===== src/rtl/inv_kin_sched.sv =====
// ---------------------------------------------------------------------------
// inv_kin_sched
//
// Purpose:
//   Two-requester front end for a single, non-pipelined inv_kin datapath
//   (x,y -> theta1,theta2, sign-magnitude Q16.15). Requests are arbitrated
//   round-robin. The winning operands are held on ik_x/ik_y for the whole
//   computation. The datapath is flushed once per job, and the captured
//   angles are returned on a valid/ready response channel. Targets whose
//   |x| or |y| exceeds REACH are rejected at once, without using the
//   datapath.
//
// Ports:
//   clock, rst                   system clock, synchronous active-high reset
//   req0_valid/ready/x/y         requester 0 job channel
//   req1_valid/ready/x/y         requester 1 job channel
//   ik_x, ik_y                   registered operands to the datapath
//   ik_flush                     datapath reset (rst or FLUSH state)
//   ik_theta1, ik_theta2         datapath results
//   rsp_valid/ready              response handshake
//   rsp_theta1/2, rsp_id, rsp_err  response payload
//   busy                         scheduler is not idle
// ---------------------------------------------------------------------------
module inv_kin_sched #(
    parameter int                   BIT_WIDTH = 32,
    parameter int                   LATENCY   = 40,
    parameter logic [BIT_WIDTH-1:0] REACH     = 32'h000B8000
) (
    input  logic                 clock,
    input  logic                 rst,
    input  logic                 req0_valid,
    output logic                 req0_ready,
    input  logic [BIT_WIDTH-1:0] req0_x,
    input  logic [BIT_WIDTH-1:0] req0_y,
    input  logic                 req1_valid,
    output logic                 req1_ready,
    input  logic [BIT_WIDTH-1:0] req1_x,
    input  logic [BIT_WIDTH-1:0] req1_y,
    output logic [BIT_WIDTH-1:0] ik_x,
    output logic [BIT_WIDTH-1:0] ik_y,
    output logic                 ik_flush,
    input  logic [BIT_WIDTH-1:0] ik_theta1,
    input  logic [BIT_WIDTH-1:0] ik_theta2,
    output logic                 rsp_valid,
    input  logic                 rsp_ready,
    output logic [BIT_WIDTH-1:0] rsp_theta1,
    output logic [BIT_WIDTH-1:0] rsp_theta2,
    output logic                 rsp_id,
    output logic                 rsp_err,
    output logic                 busy
);

    localparam int CNT_W = (LATENCY > 1) ? $clog2(LATENCY) : 1;
    localparam logic [BIT_WIDTH-2:0] REACH_MAG = REACH[BIT_WIDTH-2:0];
    localparam logic [CNT_W-1:0]     CNT_LOAD  = CNT_W'(LATENCY - 1);

    typedef enum logic [1:0] {
        IDLE  = 2'd0,
        FLUSH = 2'd1,
        RUN   = 2'd2,
        RESP  = 2'd3
    } state_t;

    state_t               state;
    logic                 last_grant;
    logic [CNT_W-1:0]     counter;
    logic                 grant;
    logic                 accept;
    logic [BIT_WIDTH-1:0] sel_x;
    logic [BIT_WIDTH-1:0] sel_y;
    logic                 out_of_reach;

    // On contention the requester that did not win last time is granted.
    // Otherwise the only valid requester is granted. Ready is gated by
    // reset so that nothing is offered while the block is being cleared.
    always_comb begin
        if (req0_valid && req1_valid) begin
            grant = ~last_grant;
        end else begin
            grant = req1_valid;
        end
        req0_ready   = (state == IDLE) && !rst && req0_valid && !grant;
        req1_ready   = (state == IDLE) && !rst && req1_valid && grant;
        accept       = req0_ready || req1_ready;
        sel_x        = grant ? req1_x : req0_x;
        sel_y        = grant ? req1_y : req0_y;
        out_of_reach = (sel_x[BIT_WIDTH-2:0] > REACH_MAG) ||
                       (sel_y[BIT_WIDTH-2:0] > REACH_MAG);
    end

    assign ik_flush  = rst || (state == FLUSH);
    assign rsp_valid = (state == RESP);
    assign busy      = (state != IDLE);

    // Main scheduler. Operands and the response payload are registered here.
    // An accept only happens in IDLE, so a response handshake in RESP can
    // never overlap with a new acceptance.
    always_ff @(posedge clock) begin
        if (rst) begin
            state      <= IDLE;
            last_grant <= 1'b1;
            counter    <= '0;
            ik_x       <= '0;
            ik_y       <= '0;
            rsp_theta1 <= '0;
            rsp_theta2 <= '0;
            rsp_id     <= 1'b0;
            rsp_err    <= 1'b0;
        end else begin
            case (state)
                IDLE: begin
                    if (accept) begin
                        ik_x       <= sel_x;
                        ik_y       <= sel_y;
                        rsp_id     <= grant;
                        last_grant <= grant;
                        if (out_of_reach) begin
                            rsp_err    <= 1'b1;
                            rsp_theta1 <= '0;
                            rsp_theta2 <= '0;
                            state      <= RESP;
                        end else begin
                            state      <= FLUSH;
                        end
                    end
                end
                FLUSH: begin
                    counter <= CNT_LOAD;
                    state   <= RUN;
                end
                RUN: begin
                    if (counter == '0) begin
                        rsp_theta1 <= ik_theta1;
                        rsp_theta2 <= ik_theta2;
                        rsp_err    <= 1'b0;
                        state      <= RESP;
                    end else begin
                        counter <= counter - 1'b1;
                    end
                end
                RESP: begin
                    if (rsp_ready) begin
                        state <= IDLE;
                    end
                end
                default: state <= IDLE;
            endcase
        end
    end

endmodule


===== config.mk =====
export PLATFORM = sky130hd
export DESIGN_NAME = inv_kin_sched
export DESIGN_NICKNAME = d
export VERILOG_FILES = /design/src/rtl/inv_kin_sched.sv
export SDC_FILE = /design/constraint.sdc
export NUM_CORES = 1
export LEC_CHECK = 0
export ABC_CLOCK_PERIOD_IN_PS = 3700
export CAP_MARGIN = 25
export CELL_PAD_IN_SITES_DETAIL_PLACEMENT = 2
export CELL_PAD_IN_SITES_GLOBAL_PLACEMENT = 2
export CORE_ASPECT_RATIO = 1.2
export CORE_MARGIN = 2
export CORE_UTILIZATION = 24
export CTS_CLUSTER_DIAMETER = 50
export CTS_CLUSTER_SIZE = 8
export DETAILED_ROUTE_END_ITERATION = 7
export PLACE_DENSITY = 0.94
export SYNTH_ARGS = -nofsm -noshare
export SYNTH_HDL_FRONTEND = slang
export SYNTH_SLANG_ARGS = --single-unit

===== constraint.sdc =====
create_clock -name clock -period 3.7 [get_ports clock]
set_input_delay 0.74 -clock clock [delete_from_list [all_inputs] [get_ports clock]]
set_output_delay 0.74 -clock clock [all_outputs]
set_load 0.03 [all_outputs]

# ---- Word-level counts from Yosys, hierarchy flattened
# Cells that the tools add are included.
dict set report totals {
  inputBits 197
  out_inout_bits 135
  wordCells 61
  reg_bits 139
}
dict set report classes {
  n_addsub 1
  n_eq_ne 8
  n_bitwise 1
  reduce_logical 20
  n_lt_le_gt_ge 2
  muxes 20
}
# operator count
set op_table {}
lappend op_table {{$mux 32} 6}
lappend op_table {{$pmux 32 s2} 2}
lappend op_table {{$gt 31x20->1 const B} 2}
lappend op_table {{$pmux 6 s2} 1}
lappend op_table {{$mux 2} 4}
lappend op_table {{$ne 2x2->1 const B} 4}
lappend op_table {{$pmux 2 s4} 1}
lappend op_table {{$logic_and 1x1->1} 6}
lappend op_table {{$logic_not 6->1} 1}
lappend op_table {{$mux 6} 1}
lappend op_table {{$reduce_bool 2->1} 3}
lappend op_table {{$sub 6x1->6 const B} 1}
lappend op_table {{$eq 2x2->1 const B} 2}
lappend op_table {{$mux 1} 4}
lappend op_table {{$reduce_and 2->1} 2}
lappend op_table {{$reduce_and 4->1} 1}
lappend op_table {{$logic_or 1x1->1} 3}
lappend op_table {{$reduce_and 3->1} 1}
lappend op_table {{$eq 2x1->1 const B} 1}
lappend op_table {{$logic_not 1->1} 2}
lappend op_table {{$logic_not 2->1} 1}
lappend op_table {{$ne 2x1->1 const B} 1}
lappend op_table {{$pmux 1 s2} 1}
lappend op_table {{$not 1->1} 1}

# ---- Logic depth before layout (Yosys ltp)
# Gate-level depths: netlist of the first run.
dict set report logic_depth {
  word_depth 8
  depth_mapped 10
  depth_no_buf 8
}

# ---- Least setup slack after synthesis of the first run
# Ideal clock, no wire load.
dict set report synth_timing {
  path_kind {input port to output port}
  from {in req1_valid}
  to {out req1_ready}
  arrival_time_ns 2.032
  slack_ns 0.928
  required_ns 2.960
  stages 4
  n_path_buf 2
  path_cell_list {a21bo_2 -> buf_2 -> clkbuf_1 -> nor3_1}
}
dict set report synth_via {
  elab_chain_cells 3
  elab_cells_between_ends 4
  cone_classes {mux: 1; reduce/logical: 3}
}
# element line_no
set synth_lines {}
lappend synth_lines {{start, declared} 35} ;# input logic req1_valid,
lappend synth_lines {{$logic_and 1x1->1} 77} ;# if (req0_valid && req1_valid) begin
lappend synth_lines {{$mux 1} 77}
lappend synth_lines {{$logic_and 1x1->1 (*)} 83} ;# req1_ready = (state == IDLE) && !rst && req1_valid && grant;
lappend synth_lines {{end, declared} 36} ;# output logic req1_ready,
# Mark *: on every way between the ends. The rest lies on a longest branch, timed or not.

# ---- Worst setup path after layout of the first run
dict set report layout_timing {
  from {in req0_valid}
  to {out req1_ready}
}
dict set report layout_via {
  elab_chain_cells 3
}
# element line_no
set layout_lines {}
lappend layout_lines {{start, declared} 31} ;# input logic req0_valid,
lappend layout_lines {{$logic_and 1x1->1} 77}
lappend layout_lines {{$mux 1} 77}
lappend layout_lines {{$logic_and 1x1->1} 83}
# Every way passes these cells.

==> flow_summary_export.csv, run 1 <==
group,metric,value,unit
run_status,status,"finished, final reports clean",
floorplanning,ios,332,
cts,clk_latency,0.42,ns
synth,syn_avg_cell_area,8.58,um2
critical_path,slowest_delay,0.77,ns
synth,syn_area,6790,um2
place,gp_congestion,0.843,
finish,fin_util,0.397,
finish,area_growth,63.4,%
synth,ys.flop_type,"dfxtp_1",
synth,synth_seq_cells,139,
finish,stdcell_count,1476,
cts,cts_tree,"done",
critical_path,cp-start-kind,"primary input",
place,portBuffers,331,
floorplanning,die_y,188,um
power,p_sw,0.00261,W
finish,layout.nets,1286,
critical_path,slowest_stage,"clkdlybuf4s50_1",
grt,grt_util_all_layers,0.216,
floorplanning,placementRows,67,
timing,tightestPinTransition,1.00,ns
synth,synth.area.top_cells,"dfxtp_1, nand2_1, o31ai_2",
synth,synth.distinct_cells,46,
cts,cts_setup_buffers,0,
cts,cts_buffers,17,
power,power.share.clock,0.258,
cts,cts.sinks,139,
critical_path,cp.depth,4,
grt,grt_remaining_overflow,0,
critical_path,worstSetupEndpoint,"req1_ready",
min_path,hold_class,"reg2reg",
timing,tns,0,ns
timing,hold_violations,0,
synth,async_flop_share,0,
finish,fillCellCount,3030,
critical_path,cp_cell_sequence,"clkdlybuf4s50_1 > a21bo_2 > nor3_1 > clkdlybuf4s50_1",
cts,clkTransAtPathRegs,0.06,ns
grt,grt_pass1_wl,49300,um
critical_path,worstSetupPathType,"in2out",
grt,grt_pass1_vias,8610,
power,p_int,0.00387,W
critical_path,setup.worst_path.start,"req0_valid",
timing,slew_violations,0,
detailed_routing,drt_wl_total,32600,um
critical_path,crit_family,"buffers and inverters",
synth,synth_fp_nets,994,
power,p_leak,3.95,nW
synth,ys_warn_count,0,
synth,synth_top_area_cell,"dfxtp_1",
critical_path,crit_path_frequent_cell,"clkdlybuf4s50_1",
detailed_routing,drtAntennaViolNets,0,
critical_path,reg2reg_to,"rsp_theta1[25]$_SDFFE_PP0P_",
critical_path,rrSetupSlack,0.80,ns
critical_path,worst-path-buf-inv,2,
power,p_sw_frac,0.402,
synth,synth_top_area_share,0.410,
detailed_routing,via_per_inst,5.19,
cts,hold_buffers,0,
floorplanning,design.core.area,27900,um2
critical_path,cp_max_fo,9,
place,place_inst,1443,
critical_path,critPathRequiredTime,2.96,ns
power,power.density,584,nW/um2
critical_path,arrival,2.69,ns
power,seqPwrFrac,0.303,
timing,finClkSkew,0.00971,ns
cts,cts_root_buffer,"clkbuf_16",
timing,relSlewSlack,0.333,
finish,regArea,2780,um2
power,peakVddDrop,0.257,mV
job,drv_cap,0,
detailed_routing,dr.pass1.iters,7,
timing,finalSetupViolations,0,
cts,ctsResizeCount,0,
synth,synth_seq_area_share,0.410,
detailed_routing,drt_iter0_markers,263,
detailed_routing,post_drt_wl_per_cell,22.1,um
timing,rsz0062_at_grt,"false",
critical_path,r2r_cells,9,
power,combPwrFrac,0.440,
synth,synthCells,791,
synth,synth_edf_count,0,
cts,clockBufferDepth,2,
detailed_routing,dr_total_vias,7664,
finish,drive_gt1_frac,0.170,
timing,period_needed,3.43,ns
place,hpwlAfterDp,24300,um
cts,h-tree-depth,4,
power,total_power,0.00648,W
detailed_routing,drc_errors,0,
grt,antenna_found_initial,2,
timing,clock.fmax,0.291,GHz
floorplanning,die_w,158,um
grt,grt_max_degree,132,
critical_path,crit_path_end_kind,"primary output",
floorplanning,dieArea,29600,um2
timing,finalCritPeriodShare,0.928,
finish,multiInputGateArea,3630,um2
floorplanning,start_util,0.243,
critical_path,reg2reg_from,"state[0]$_SDFFE_PP0P_",
==> registers in the layout, indices dropped and copies added (netlist names) <==
name / flops
ik_y: 32
rsp_theta1: 32
ik_x: 32
counter: 6
rsp_err: 1
state: 2
rsp_id: 1
rsp_theta2: 32
last_grant: 1
==> cells in the final DEF, fill, tap and decap left out, types with 3 or more instances in the layout <==
cell	Yosys	final
clkbuf_16	0	17
ha_1	6	5
dfxtp_1	139	139
clkinv_2	0	3
a21oi_1	70	70
buf_4	0	25
clkinv_4	0	3
nor2_1	9	9
buf_12	0	6
nor4_1	20	20
nand3_1	8	8
inv_1	6	6
nor4b_1	3	3
clkbuf_8	0	3
nor3_1	12	12
nand4_1	6	6
o21ai_0	5	5
nand2_1	197	197
o31ai_2	50	50
clkinvlp_4	0	3
a31o_2	65	65
o31ai_1	13	13
o2111ai_1	64	64
clkdlybuf4s50_1	0	329
==> cell families after synthesis <==
group,count (synthesis),share of synthesized area
buf+inv,94,0.0597
flops,139,0.410
mux,1,0.00147
fa+ha+maj,6,0.0111
simple gates,264,0.165
compound gates,284,0.348
xor+xnor,3,0.00387
==> power by group through the flow <==
stage / combinational, W / sequential, W / clock (W)
6_report: 0.00285 / 0.00196 / 0.00167
2_1_floorplan: 0.00117 / 0.00243 / 0
3_5_place_dp: 0.00287 / 0.00199 / 0
4_1_cts: 0.00289 / 0.00196 / 0.00173
3_3_place_gp: 0.00279 / 0.00197 / 0
5_1_grt: 0.00306 / 0.00200 / 0.00179
==> worst register-to-register path, stage by stage, from the launching register on <==
cell and delay, ns:
dfxtp_1 0.33, inv_1 0.11, ha_1 0.37, nor2b_1 0.40, o21ai_4 0.15, a21o_2 0.23
or3_2 0.53, o21a_4 0.22, buf_12 0.19, o31ai_1 0.28
==> layout make-up <==
class,instances,area share
multi-input combinational,558,0.328
timing repair buffer,360,0.325
sequential,139,0.251
tap,379,0.0428
clock buffer,21,0.0424
clock inverter,10,0.00846
inverter,7,0.00260
antenna,2,0.000451
==> Yosys cell counts (2+ instances only) <==
library cell / count
o31ai_1: 13
nand2_1: 197
nor2_1: 9
nand3_1: 8
a211oi_1: 2
buf_2: 6
o31ai_2: 50
nor2b_1: 2
nor4b_1: 3
nor4_1: 20
xnor2_1: 2
ha_1: 6
a31oi_1: 2
and3_1: 2
nand4_1: 6
inv_1: 6
buf_1: 10
a21oi_1: 70
buf_6: 6
a31o_2: 65
o21ai_0: 5
clkbuf_1: 65
o2111ai_1: 64
dfxtp_1: 139
nor3_1: 12
==> per-layer routing <==
metal / global-route usage / share of wire / wire length, um / vias up
li1: - / - / - / 3535
met1: 0.226 / 0.38 / 12200 / 3768
met4: 0.0843 / 0.030 / 990 / 0
met2: 0.388 / 0.51 / 16700 / 301
met3: 0.0780 / 0.081 / 2650 / 60
met5: 0 / 0 / 0 / -
==> worst min-delay path by stage <==
| stage | start | endpoint | slack [ns] | cells after the start |
|---|---|---|---|---|
| after floorplan | counter[0]$_SDFFE_PP0P_ | counter[0]$_SDFFE_PP0P_ | 0.47 | 1 |
| after global placement | rsp_err$_SDFFE_PP0P_ | rsp_err$_SDFFE_PP0P_ | 0.45 | 2 |
| after detailed placement | ik_x[20]$_SDFFE_PP0P_ | ik_x[20]$_SDFFE_PP0P_ | 0.47 | 1 |
| after CTS | ik_x[20]$_SDFFE_PP0P_ | ik_x[20]$_SDFFE_PP0P_ | 0.49 | 1 |
| after global routing | ik_y[8]$_SDFFE_PP0P_ | ik_y[8]$_SDFFE_PP0P_ | 0.50 | 1 |
| final | ik_x[20]$_SDFFE_PP0P_ | ik_x[20]$_SDFFE_PP0P_ | 0.48 | 1 |
==> through the flow <==
step                      setup WS [ns]  hold WS (ns)  instance area (um2)
final                             0.268         0.483                11100
after global routing              0.157         0.500                11100
after CTS                         0.218         0.487                11100
after detailed placement          0.224         0.472                10500
after global placement            0.261         0.453                10500
after floorplan                   0.928         0.468                 6790
(Power assumes the default switching activity.)
==> inputs of run 2 (changes only) <==
Settings changed: SETUP_SLACK_MARGIN from default to 0.15, SLEW_MARGIN from default to 20, TNS_END_PERCENT from default to 100.
==> results of run 2 <==
Same layout as run 1: the final DEF is identical, and so are final timing and power.
